## src/rtl/instruction_prefetch_queue_if.sv

```systemverilog
// ---------------------------------------------------------------------------
// instruction_prefetch_queue_if
// Bundles the code-memory fetch bus and the decoder-facing head window of the
// instruction prefetch queue.
//   master : the prefetch queue (drives fetch_req/fetch_addr and head_*)
//   slave  : code memory + decoder side (drives fetch_data, consume_len,
//            branch_valid, branch_target)
// Parameters DEPTH / ADDR_WIDTH must match the attached queue.
// ---------------------------------------------------------------------------
interface instruction_prefetch_queue_if #(
    parameter int DEPTH      = 4,
    parameter int ADDR_WIDTH = 16
);
    localparam int CNT_W = $clog2(DEPTH) + 1;

    logic                  fetch_req;
    logic [ADDR_WIDTH-1:0] fetch_addr;
    logic [7:0]            fetch_data;
    logic [7:0]            head_byte0;
    logic [7:0]            head_byte1;
    logic [7:0]            head_byte2;
    logic [CNT_W-1:0]      head_count;
    logic [ADDR_WIDTH-1:0] head_pc;
    logic [1:0]            consume_len;
    logic                  branch_valid;
    logic [ADDR_WIDTH-1:0] branch_target;

    modport master (
        output fetch_req, fetch_addr,
        output head_byte0, head_byte1, head_byte2, head_count, head_pc,
        input  fetch_data, consume_len, branch_valid, branch_target
    );

    modport slave (
        input  fetch_req, fetch_addr,
        input  head_byte0, head_byte1, head_byte2, head_count, head_pc,
        output fetch_data, consume_len, branch_valid, branch_target
    );
endinterface

```

## src/rtl/instruction_prefetch_queue.sv

```systemverilog
// ---------------------------------------------------------------------------
// instruction_prefetch_queue
// Fetch stage ahead of the instruction decoder. Issues sequential byte reads
// to a 1-cycle-latency code memory, buffers returned bytes in a circular FIFO
// and presents the oldest three bytes plus their PC. The decoder retires 0-3
// bytes per cycle; a taken branch flushes the queue and redirects fetch.
//
// Ports:
//   clk          system clock
//   reset_n      asynchronous active-low reset
//   pq           instruction_prefetch_queue_if.master (fetch bus + head window)
//   protocol_err sticky illegal-consume flag (only with
//                PREFETCH_PROTOCOL_CHECK_EN defined)
//
// Optional feature macro: PREFETCH_PROTOCOL_CHECK_EN
// ---------------------------------------------------------------------------
module instruction_prefetch_queue #(
    parameter int                    DEPTH      = 4,
    parameter int                    ADDR_WIDTH = 16,
    parameter logic [ADDR_WIDTH-1:0] RESET_PC   = '0
) (
    input  logic clk,
    input  logic reset_n,
    instruction_prefetch_queue_if.master pq
`ifdef PREFETCH_PROTOCOL_CHECK_EN
    ,
    output logic protocol_err
`endif
);
    localparam int PTR_W = $clog2(DEPTH);
    localparam int CNT_W = PTR_W + 1;

    // Storage is not reset: head_count gates every read of it.
    logic [7:0]            fifo_q [DEPTH];
    logic [PTR_W-1:0]      wr_ptr_q, wr_ptr_d;
    logic [PTR_W-1:0]      rd_ptr_q, rd_ptr_d;
    logic [CNT_W-1:0]      count_q, count_d;
    logic [ADDR_WIDTH-1:0] head_pc_q, head_pc_d;
    logic [ADDR_WIDTH-1:0] fetch_addr_q, fetch_addr_d;
    logic                  inflight_q, inflight_d;

    logic [CNT_W:0]        occupancy;
    logic                  fetch_req;
    logic                  push;
    logic                  consume_ok;
    logic [1:0]            pop_len;

    // Occupancy counts reads already in flight so the FIFO can never overflow,
    // even though a same-cycle consume is not credited.
    assign occupancy  = {1'b0, count_q} + (CNT_W+1)'(inflight_q);
    assign fetch_req  = reset_n && !pq.branch_valid && (occupancy < (CNT_W+1)'(DEPTH));
    assign push       = inflight_q && !pq.branch_valid;
    assign consume_ok = !pq.branch_valid && (CNT_W'(pq.consume_len) <= count_q);
    assign pop_len    = consume_ok ? pq.consume_len : 2'd0;

    always_comb begin
        wr_ptr_d     = wr_ptr_q;
        rd_ptr_d     = rd_ptr_q;
        count_d      = count_q;
        head_pc_d    = head_pc_q;
        fetch_addr_d = fetch_addr_q;
        inflight_d   = fetch_req;
        if (pq.branch_valid) begin
            wr_ptr_d     = '0;
            rd_ptr_d     = '0;
            count_d      = '0;
            head_pc_d    = pq.branch_target;
            fetch_addr_d = pq.branch_target;
            inflight_d   = 1'b0;
        end else begin
            if (push)
                wr_ptr_d = wr_ptr_q + PTR_W'(1);
            rd_ptr_d  = rd_ptr_q + PTR_W'(pop_len);
            count_d   = count_q + CNT_W'(push) - CNT_W'(pop_len);
            head_pc_d = head_pc_q + ADDR_WIDTH'(pop_len);
            if (fetch_req)
                fetch_addr_d = fetch_addr_q + ADDR_WIDTH'(1);
        end
    end

    always_ff @(posedge clk or negedge reset_n) begin
        if (!reset_n) begin
            wr_ptr_q     <= '0;
            rd_ptr_q     <= '0;
            count_q      <= '0;
            head_pc_q    <= RESET_PC;
            fetch_addr_q <= RESET_PC;
            inflight_q   <= 1'b0;
        end else begin
            wr_ptr_q     <= wr_ptr_d;
            rd_ptr_q     <= rd_ptr_d;
            count_q      <= count_d;
            head_pc_q    <= head_pc_d;
            fetch_addr_q <= fetch_addr_d;
            inflight_q   <= inflight_d;
        end
    end

    always_ff @(posedge clk) begin
        if (push)
            fifo_q[wr_ptr_q] <= pq.fetch_data;
    end

    // Empty slots read as 0x00, a harmless single-byte opcode downstream.
    assign pq.head_byte0 = (count_q > CNT_W'(0)) ? fifo_q[rd_ptr_q]               : 8'h00;
    assign pq.head_byte1 = (count_q > CNT_W'(1)) ? fifo_q[rd_ptr_q + PTR_W'(1)]   : 8'h00;
    assign pq.head_byte2 = (count_q > CNT_W'(2)) ? fifo_q[rd_ptr_q + PTR_W'(2)]   : 8'h00;
    assign pq.head_count = count_q;
    assign pq.head_pc    = head_pc_q;
    assign pq.fetch_req  = fetch_req;
    assign pq.fetch_addr = fetch_addr_q;

`ifdef PREFETCH_PROTOCOL_CHECK_EN
    logic illegal_consume;
    logic protocol_err_q;

    assign illegal_consume = !pq.branch_valid && (CNT_W'(pq.consume_len) > count_q);

    always_ff @(posedge clk or negedge reset_n) begin
        if (!reset_n)
            protocol_err_q <= 1'b0;
        else if (illegal_consume)
            protocol_err_q <= 1'b1;
    end

    assign protocol_err = protocol_err_q;

`ifndef SYNTHESIS
    always @(posedge clk) begin
        if (reset_n && illegal_consume)
            $error("illegal consume: head_pc=%h consume_len=%0d", head_pc_q, pq.consume_len);
    end
`endif
`endif

endmodule

```

## src/flat_wrapper.sv

```systemverilog
// flat-port wrapper written by rule: the top's interface ports become plain ports
module instruction_prefetch_queue_flat 
#(
    parameter int                    DEPTH      = 4,
    parameter int                    ADDR_WIDTH = 16,
    parameter logic [ADDR_WIDTH-1:0] RESET_PC   = '0
)
  (clk, reset_n, pq_fetch_req, pq_fetch_addr, pq_head_byte0, pq_head_byte1, pq_head_byte2, pq_head_count, pq_head_pc, pq_fetch_data, pq_consume_len, pq_branch_valid, pq_branch_target);
  instruction_prefetch_queue_if #(.DEPTH(DEPTH), .ADDR_WIDTH(ADDR_WIDTH)) pq_i ();
  input  logic clk;
  input  logic reset_n;
  output wire logic [$bits(pq_i.fetch_req)-1:0] pq_fetch_req;
  output wire logic [$bits(pq_i.fetch_addr)-1:0] pq_fetch_addr;
  output wire logic [$bits(pq_i.head_byte0)-1:0] pq_head_byte0;
  output wire logic [$bits(pq_i.head_byte1)-1:0] pq_head_byte1;
  output wire logic [$bits(pq_i.head_byte2)-1:0] pq_head_byte2;
  output wire logic [$bits(pq_i.head_count)-1:0] pq_head_count;
  output wire logic [$bits(pq_i.head_pc)-1:0] pq_head_pc;
  input wire logic [$bits(pq_i.fetch_data)-1:0] pq_fetch_data;
  input wire logic [$bits(pq_i.consume_len)-1:0] pq_consume_len;
  input wire logic [$bits(pq_i.branch_valid)-1:0] pq_branch_valid;
  input wire logic [$bits(pq_i.branch_target)-1:0] pq_branch_target;
  assign pq_fetch_req = pq_i.fetch_req;
  assign pq_fetch_addr = pq_i.fetch_addr;
  assign pq_head_byte0 = pq_i.head_byte0;
  assign pq_head_byte1 = pq_i.head_byte1;
  assign pq_head_byte2 = pq_i.head_byte2;
  assign pq_head_count = pq_i.head_count;
  assign pq_head_pc = pq_i.head_pc;
  assign pq_i.fetch_data = pq_fetch_data;
  assign pq_i.consume_len = pq_consume_len;
  assign pq_i.branch_valid = pq_branch_valid;
  assign pq_i.branch_target = pq_branch_target;
  instruction_prefetch_queue #(.DEPTH(DEPTH), .ADDR_WIDTH(ADDR_WIDTH), .RESET_PC(RESET_PC)) u_core (.clk(clk), .reset_n(reset_n), .pq(pq_i));
endmodule
```

## config.mk

```make
export PLATFORM = sky130hd
export DESIGN_NAME = instruction_prefetch_queue_flat
export DESIGN_NICKNAME = d
export VERILOG_FILES = /design/src/rtl/instruction_prefetch_queue_if.sv /design/src/rtl/instruction_prefetch_queue.sv /design/src/flat_wrapper.sv
export SDC_FILE = /design/constraint.sdc
export NUM_CORES = 1
export LEC_CHECK = 0
export BUFFER_PORTS_ARGS = -buffer_cell sky130_fd_sc_hd__buf_2
export CORE_UTILIZATION = 50
export DETAILED_ROUTE_END_ITERATION = 8
export PLACE_DENSITY = 0.74
export RECOVER_POWER = 100
export SETUP_SLACK_MARGIN = 0.1
export SLEW_MARGIN = 20
export SYNTH_ARGS = -nofsm -noshare
export SYNTH_HDL_FRONTEND = slang
export SYNTH_SLANG_ARGS = --single-unit
```

## constraint.sdc

```tcl
create_clock -name clk -period 3.7 [get_ports clk]
set_clock_uncertainty 0.2 [all_clocks]
set_input_delay 0.555 -clock clk [delete_from_list [all_inputs] [get_ports clk]]
set_output_delay 0.555 -clock clk [all_outputs]
set_load 0.01 [all_outputs]
```

==> flow_summary.ini, run 1 <==
[flow_run]
maxCapViolations = 1

[yosys]
ys_top_cells_by_area = dfrtp_1 25%, edfxtp_1 24%, mux4_2 13%, nor2b_1 4.8%, ha_1 4.0%
ys_types = 47
syn_nets = 380
synth_edf_count = 32
synth-seq-cells = 72
synth_top_area_share_pct = 24.74
synth.cell_area_um2 = 4046
yosysWarnings = 0
syn_area_per_cell_um2 = 12.04
synth_flop_cell = dfrtp_1
post-synth-top-count-cell = dfrtp_1
yosys-top-cells-count = 40 x dfrtp_1, 32 x edfxtp_1, 31 x nor2b_1, 24 x mux4_2, 23 x nand2_1
async_reset_ff_share_pct = 55.56
ys_seq_area_share_pct = 48.48
netlist_instances = 336
synth.largest_area_cell = dfrtp_1

[final_layout]
layout.cells.non_filler = 537
n_antenna_cell = 0
layout-drive-gt1-share_pct = 15.86
area_growth_pct = 15.37
fin_nets = 474
nFillCells = 678

[worst_setup_path]
cp-start-kind = primary input
endpoint_kind = primary output
reg2regPathDepth = 12
ff2ff_setup_slack_ns = 0.37
crit_fanout = 51
cp_data_required_time_ns = 2.94
critical_path_arrival_ns = 2.59
critPathKind = in -> out
rr_startpoint = u_core.pq.head_count[1]$_DFF_PN0_
timing.rr.end = u_core.pq.head_pc[14]$_DFF_PN0_

[global_route]
antenna_found_initial = 0
grt_pass1_wl_um = 14210
grt_pass1_vias = 2786
track_usage_pct = 22.12
grt_max_degree = 52
grt_overflow = 0

[clock_network]
cts_buffers = 9
clock-sinks = 72
clock_path_buffers = 2
ctsHtreeMaxLevel = 3
cts-root-buf = clkbuf_8
clkTransAtPathRegs_ns = 0.06
cts_tree = done
clock_latency_ns = 0.35

[route]
routedWlPerCell_um = 16.28
ant_nets = 0
viasPerCell = 5.527
drt_iter0_drc = 172
drc = 0
first_pass_iters = 4
wl_um = 8740
num_vias = 2968

[die]
core_area_um2 = 7767
die_h_um = 91.96
io_pins = 89
chipWidth_um = 91.96
start_util_pct = 52.09
dieArea_um2 = 8457
rows = 32

[worst_hold_path]
min_to = u_core.pq.head_pc[5]$_DFF_PN0_
hold_path_class = in -> reg
holdPathStages = 3
hp-start = pq_branch_target[5]

[run_status]
violations = capacitance limit, slew limit
status = complete, but fails checks

[sta]
setup_viol = 0
fin_crit_ns = 3.349
fmax_mhz = 298.6
hold_viol_final = 0
tightest_slew_ns = 2.166
maxSlewViolCount = 41
final.setup.tns_ns = 0
max-slew-margin-rel_pct = -44.43
period_share_pct = 90.53
rsz0062_at_grt = false

[place]
placed_cells = 520
io_buffers = 88
gp_congestion = 0.8854
post-dp-hpwl_um = 6552

[pwr]
p_leak_nw = 1.756
ir_drop_mv = 0.2377
pwr_density_cell_nw_per_um2 = 530.1
stage by stage:
stage	power (mW)	hold slack, ns	instance area (um^2)	setup WS, ns	utilization [%]
after CTS	2.545	0.1104	4783	0.2634	61.58
after global routing	2.639	0.2659	4668	0.09946	60.10
after floorplan	1.666	0.05941	4046	0.6090	-
final	2.474	0.2547	4668	0.3506	60.10
after detailed placement	2.023	0.3605	4622	0.1304	59.50
after global placement	1.997	0.3465	4622	0.3139	59.50
layout by cell type (no fill, tap or decap), types with 2 or more instances in the layout:
master / Yosys / layout
xor2_1: 8 / 8
o21ai_0: 18 / 17
nand3_1: 13 / 13
xnor2_1: 11 / 11
fa_1: 2 / 2
dfrtp_1: 40 / 40
buf_2: 3 / 23
mux4_2: 24 / 24
o21a_1: 5 / 5
and2_1: 6 / 2
a21oi_1: 6 / 6
o211ai_1: 4 / 4
ha_1: 13 / 13
nand4_1: 7 / 7
nor2b_1: 31 / 31
nor4_1: 2 / 2
nand2_1: 23 / 24
mux2_2: 5 / 5
and3_1: 3 / 3
and2_0: 0 / 4
nand2b_1: 3 / 3
or4_1: 4 / 5
inv_1: 19 / 20
nor2_1: 14 / 14
clkbuf_8: 0 / 10
clkbuf_1: 7 / 73
nor3_1: 5 / 5
o311ai_0: 2 / 2
o31a_1: 5 / 5
mux2i_1: 2 / 2
buf_4: 0 / 3
a21o_1: 2 / 2
edfxtp_1: 32 / 32
power by group:
| part | total (mW) | switching (mW) | internal, mW | leakage (nW) |
|---|---|---|---|---|
| clock network | 0.526 | 0.263 | 0.262 | 0.0817 |
| logic | 0.903 | 0.479 | 0.424 | 0.899 |
| registers | 1.05 | 0.133 | 0.914 | 0.775 |
| total | 2.47 | 0.875 | 1.60 | 1.76 |
registers in the layout (all words and copies together), names as in the netlist:
signal and cells:
u_core.fifo_q 32, u_core.pq.head_pc 16, u_core.rd_ptr_q 2, u_core.inflight_q 1, u_core.wr_ptr_q 2, u_core.pq.fetch_addr 16
u_core.pq.head_count 3
repair_timing:
| action | CTS | global route |
|---|---|---|
| hold buffers | 0 | 0 |
| buffers inserted | 0 | 1 |
| endpoints found under the hold margin | 0 | 0 |
| gates resized for setup | 0 | 4 |
| endpoints found under the setup margin | 0 | 2 |
final cells by class:
cell class / count / area [um^2] / area share (%)
Tap cell: 102 / 127.6 / 2.734
Inverter: 20 / 75.07 / 1.608
Sequential cell: 72 / 1962 / 42.03
Clock inverter: 1 / 5.005 / 0.1072
Multi-Input combinational cell: 232 / 1942 / 41.60
Clock buffer: 15 / 156.4 / 3.350
Timing Repair Buffer: 95 / 400.4 / 8.577
layer usage:
layer,part of all wire [%],vias up,global-route usage (%),routed length [um]
met2,48,93,34.64,4204
li1,-,1428,-,-
met5,0,-,0,0
met4,0.71,0,5.859,62
met1,45,1440,31.50,3940
met3,6.1,7,4.809,532
how the worst max path moves through the flow:
stage                                           start                              end  depth (start not counted)
detailed placement                  pq_consume_len[1]  u_core.pq.head_pc[14]$_DFF_PN0_                         12
floorplan                           pq_consume_len[1]  u_core.pq.head_pc[14]$_DFF_PN0_                         11
global placement                    pq_consume_len[1]  u_core.pq.head_pc[14]$_DFF_PN0_                         12
finish                                pq_branch_valid                     pq_fetch_req                          6
global route        u_core.pq.head_count[1]$_DFF_PN0_  u_core.pq.head_pc[14]$_DFF_PN0_                         12
CTS                 u_core.pq.head_count[1]$_DFF_PN0_  u_core.pq.head_pc[14]$_DFF_PN0_                         12
logic make-up (layout without fill, tap and decap cells):
logic type      Yosys count  count (layout)  synth area share, %
compound gates           46              46                7.236
xor+xnor                 19              19                4.113
fa+ha+maj                15              15                5.009
buf+inv                  32             131                3.092
flops                    72              72                48.48
mux                      31              31                15.24
simple gates            121             121                16.82
critical path, cell delays in order:
cell,delay [ns]
buf_2,0.10
buf_4,0.27
nor3b_1,0.72
nand2_1,0.38
inv_1,0.37
clkbuf_1,0.19
Note: power is estimated with default switching activity, not from simulation.
==> inputs of run 2 (changes only) <==
Clock period 3.7 ns to 4.1 ns, I/O delays scaled along.
==> run 2 against run 1 <==
  * The run still ends with capacitance limit, slew limit left
  * Design area grew 1.2%
  * Utilization grew 0.72 points
  * Setup slack gained 0.24 ns
  * Clock power grew 26%
  * First-iteration DRC count grew 9.9%
==> flow_summary.ini, run 2 (synthesis results as in run 1) <==
[route]
first_pass_iters = 5
viasPerCell = 5.637
num_vias = 3010
ant_nets = 0
drc = 0
routedWlPerCell_um = 16.64
wl_um = 8886
drt_iter0_drc = 189

[clock_network]
clock-sinks = 72
clock_latency_ns = 0.35
post-cts-setup-buffer-count = 0
clock_path_buffers = 2
ctsHtreeMaxLevel = 3
cts_buffers = 9
cts_tree = done
cts-root-buf = clkbuf_8
clkTransAtPathRegs_ns = 0.08
post_cts_resized = 0
hold_buffers = 0

[sta]
rsz0062_at_grt = false
fmax_mhz = 285.3
fin_hold_ws_ns = 0.3134
tightest_slew_ns = 2.157
final.setup.tns_ns = 0
period_share_pct = 85.50
setup_viol = 0
maxSlewViolCount = 41
hold_viol_final = 0
fin_crit_ns = 3.505
max-slew-margin-rel_pct = -43.79

[pwr]
finalPower_mw = 2.414
p_leak_nw = 1.771
ir_drop_mv = 0.2446
pwr_density_cell_nw_per_um2 = 510.9

[final_layout]
largest_register_ffs = 32
layout_commonest_cell = clkbuf_1
nFillCells = 690
stdcell_area_um2 = 4725
post-route-util_pct = 60.82
layout-drive-gt1-share_pct = 15.97
fin_nets = 471
n_antenna_cell = 0
area_growth_pct = 16.76
final_cell_mix = 69 x clkbuf_1, 40 x dfrtp_1, 32 x edfxtp_1
largest-register = u_core.fifo_q

[worst_setup_path]
worst_path_max_delay_cell = nor3b_1
cp-start-kind = primary input
crit_fanout = 51
crit_buf_inv = 4
rr_startpoint = u_core.pq.head_count[1]$_DFF_PN0_
path_delay_family = simple AND/OR/NAND/NOR gates
crit_chain = buf_2, buf_4, nor3b_1, nand2_1, inv_1, clkbuf_1
crit_start = pq_branch_valid
critPathKind = in -> out
cp_data_required_time_ns = 3.28
critical_path_arrival_ns = 2.69
endpoint_kind = primary output
critical-path-max-stage-delay_ns = 0.73

[global_route]
met1_usage_pct = 31.68
grt_pass1_wl_um = 14060
grt_pass1_vias = 2785
use_met2_pct = 33.02
track_usage_pct = 21.96
antenna_found_initial = 0
grt_overflow = 0
grt_busiest_layer = met2
grt_max_degree = 52
grtUsageMet3_pct = 5.473

[die]
die_h_um = 91.96
dieArea_um2 = 8457
start_util_pct = 52.09
chipWidth_um = 91.96
rows = 32
io_pins = 89
core_area_um2 = 7767

[place]
post-dp-hpwl_um = 6351
dpl-instance-area_um2 = 4594
io_buffers = 88
gp_congestion = 0.8819

[worst_hold_path]
hold_path_class = in -> reg
hp-start = pq_branch_target[5]

[flow_run]
maxCapViolations = 1

[run_status]
status = complete, but fails checks
violations = capacitance limit, slew limit
run 2: changes by cell type in the layout (fill, tap and decap cells not counted), sizes merged:
cell	before	now
clkbuf	84	79
bufinv	0	3
clkinv	1	3
buf	26	22
clkinvlp	0	1
run 2: stage by stage:
step	worst slack (ns)	cells
6_report	0.5947	534
5_1_grt	0.4064	534
4_1_cts	0.6892	534
3_5_place_dp	0.5552	518
3_3_place_gp	0.6620	518
2_1_floorplan	0.9490	336
run 2: final cells by class:
cell class	count	area, um^2	share of cell area, %
clock buffers	9	123.9	2.622
clock inverters	7	110.1	2.331
repair buffers	92	379.1	8.024
multi-input cells	232	1947	41.21
inverters	20	75.07	1.589
flip-flops and latches	72	1962	41.53
well taps	102	127.6	2.701
run 2: final timing paths:
path | end | cells past startpoint | slack, ns
min reg2reg | u_core.pq.fetch_addr[0]$_DFFE_PN0P_ | 1 | 0.36
max | pq_fetch_req | 6 | 0.59
max reg2reg | u_core.pq.head_pc[14]$_DFF_PN0_ | 12 | 0.69
min in group asynchronous | u_core.pq.head_pc[15]$_DFF_PN0_ | 2 | 0.83
min | u_core.pq.head_pc[5]$_DFF_PN0_ | 3 | 0.31
max in group asynchronous | u_core.pq.fetch_addr[1]$_DFFE_PN0P_ | 2 | 1.63
run 2: routing by layer:
| layer | share of wire (%) | vias up | wire (um) |
|---|---|---|---|
| met2 | 46 | 98 | 4089 |
| met5 | 0 | - | 0 |
| met3 | 6.0 | 12 | 531 |
| li1 | - | 1418 | - |
| met1 | 47 | 1482 | 4155 |
| met4 | 1.2 | 0 | 109 |
run 2: power by group:
part           internal, mW  switching [mW]  total [mW]
logic                 0.371           0.465       0.836
registers             0.824          0.0912       0.915
clock network         0.399           0.264       0.663
total                  1.59           0.820        2.41
run 2: worst reg2reg max path, delay by kind of cell, from the launching register on:
| kind | cells | cell delay (ns) |
|---|---|---|
| AND/OR/NAND/NOR | 4 | 1.10 |
| adder cells (fa/ha/maj) | 3 | 0.90 |
| flip-flops | 1 | 0.50 |
| AO/OA/AOI/OAI | 2 | 0.27 |
| buffers and inverters | 2 | 0.15 |
| XOR/XNOR | 1 | 0.15 |
==> inputs of run 3 (changes only) <==
==> constraint.sdc (replaced) <==
create_clock -name clk -period 4.1 [get_ports clk]
set_clock_uncertainty 0.2 [all_clocks]
set_input_delay 0.82 -clock clk [delete_from_list [all_inputs] [get_ports clk]]
set_output_delay 0.82 -clock clk [all_outputs]
set_load 0.01 [all_outputs]
==> run 3 against run 2 <==
  * The flow still finishes with violations (capacitance limit, slew limit)
  * Die area did not move
  * Count of clock-buffer cells in the layout rose by 1
  * Flip-flop and latch count unchanged
  * Critical path depth decreased by 1
  * Total power increased by 2.6%
  * Register-to-register slack barely moved
  * Largest cell class unchanged
==> flow_summary.ini, run 3 (synthesis results as in run 1) <==
[run_status]
status = complete, but fails checks
violations = capacitance limit, slew limit

[final_layout]
fin_nets = 472
layout-drive-gt1-share_pct = 15.47
final_cell_mix = 72 x clkbuf_1, 40 x dfrtp_1, 32 x edfxtp_1
n_antenna_cell = 0
post-route-util_pct = 61.15
largest_register_ffs = 32
largest-register = u_core.fifo_q
nFillCells = 673
stdcell_area_um2 = 4750
layout.cells.non_filler = 535
layout_commonest_cell = clkbuf_1
area_growth_pct = 17.38

[clock_network]
post-cts-setup-buffer-count = 0
clock-sinks = 72
post_cts_resized = 0
clock_latency_ns = 0.34
cts_buffers = 9
ctsHtreeMaxLevel = 3
cts-root-buf = clkbuf_8
clock_path_buffers = 2
cts_tree = done
clkTransAtPathRegs_ns = 0.07
hold_buffers = 0

[die]
dieArea_um2 = 8457
io_pins = 89
die_h_um = 91.96
chipWidth_um = 91.96
start_util_pct = 52.09
rows = 32
core_area_um2 = 7767

[sta]
tightest_slew_ns = 2.125
setup_ws_ns = 0.5002
fin_hold_ws_ns = 0.3742
period_share_pct = 87.80
hold_viol_final = 0
rsz0062_at_grt = false
setup_viol = 0
fmax_mhz = 277.8
max-slew-margin-rel_pct = -41.66
maxSlewViolCount = 41
final.setup.tns_ns = 0
fin_crit_ns = 3.600

[route]
routedWlPerCell_um = 16.41
num_vias = 3013
drc = 0
first_pass_iters = 5
wl_um = 8781
ant_nets = 0
viasPerCell = 5.632
drt_iter0_drc = 172

[global_route]
grt_overflow = 0
grt_max_degree = 51
grt_pass1_vias = 2804
track_usage_pct = 21.79
antenna_found_initial = 0
grt_pass1_wl_um = 13960

[worst_setup_path]
crit_chain = clkbuf_1, nor3b_1, nand2_1, inv_1, clkbuf_1
crit_fanout = 10
critical_path_arrival_ns = 2.58
cp-start-kind = primary input
cp_data_required_time_ns = 3.08
crit_buf_inv = 3
worst_path_most_repeated_cell = clkbuf_1
path_delay_family = simple AND/OR/NAND/NOR gates
endpoint_kind = primary output
critical-path-max-stage-delay_ns = 0.71
worst_path_max_delay_cell = nor3b_1
critPathKind = in -> out

[pwr]
ir_drop_mv = 0.2002
p_clk_share_pct = 28.9
p_comb_share_pct = 34.2
finalPower_mw = 2.476
internal_power_mw = 1.671
pwr_density_cell_nw_per_um2 = 521.4
sw_frac_of_total_pct = 32.53
seqPwrFrac_pct = 36.9
switchingPower_uw = 805.5
p_leak_nw = 1.779

[place]
pre_cts_ws_ns = 0.3433
io_buffers = 88
dpl-instance-area_um2 = 4602
gp_congestion = 0.8445
post-dp-hpwl_um = 6393
placed_cells = 519

[worst_hold_path]
hold_path_class = reg -> reg

[flow_run]
maxCapViolations = 1
## run 3: cell count changes in the layout (fill, tap and decap cells not counted)
cell       before  now
buf_2          20   19
nor3_2          1    0
clkinv_2        1    0
clkinv_1        2    1
nor3_1          4    5
bufinv_16       3    4
clkbuf_2        1    0
clkbuf_1       69   72
buf_4           2    3
## run 3: worst paths after layout
kind,to,slack [ns],cells past startpoint,from
hold reg to reg,u_core.pq.fetch_addr[0]$_DFFE_PN0P_,0.37,1,u_core.pq.fetch_addr[0]$_DFFE_PN0P_
min in group asynchronous,u_core.pq.head_pc[15]$_DFF_PN0_,1.03,2,reset_n
max in group asynchronous,u_core.pq.head_count[0]$_DFF_PN0_,1.45,2,reset_n
setup / recovery,pq_fetch_req,0.50,5,reset_n
setup reg to reg,u_core.pq.head_pc[14]$_DFF_PN0_,0.69,12,u_core.pq.head_count[1]$_DFF_PN0_
hold / removal,u_core.pq.fetch_addr[0]$_DFFE_PN0P_,0.37,1,u_core.pq.fetch_addr[0]$_DFFE_PN0P_
## run 3: power groups by stage
stage / combinational (mW) / clock (mW) / sequential [mW]
4_1_cts: 0.899 / 0.730 / 0.914
6_report: 0.846 / 0.716 / 0.914
3_3_place_gp: 0.871 / 0 / 0.924
3_5_place_dp: 0.892 / 0 / 0.928
5_1_grt: 0.938 / 0.756 / 0.925
2_1_floorplan: 0.571 / 0 / 0.933
## run 3: layout make-up
type                            count  area (um^2)  share of cell area [%]
Inverter                           20        75.07                   1.581
Clock buffer                       10        127.6                   2.687
Sequential cell                    72         1962                   41.31
Tap cell                          102        127.6                   2.687
Clock inverter                      6        131.4                   2.766
Multi-Input combinational cell    232         1942                   40.89
Timing Repair Buffer               93        384.1                   8.087
## run 3: per-layer routing
layer / wire, um / global-route usage (%) / up-vias
li1: - / - / 1421
met1: 3947 / 31.83 / 1483
met2: 4212 / 33.33 / 102
met3: 536 / 3.068 / 7
met4: 85 / 8.073 / 0
met5: 0 / 0 / -
## run 3: worst reg2reg max path, delay by kind of cell (launching register included)
family          cells  cell delay, ns
flops               1            0.51
xor+xnor            1            0.16
simple gates        4            1.09
buf+inv             2            0.14
fa+ha+maj           3            0.90
compound gates      2            0.28
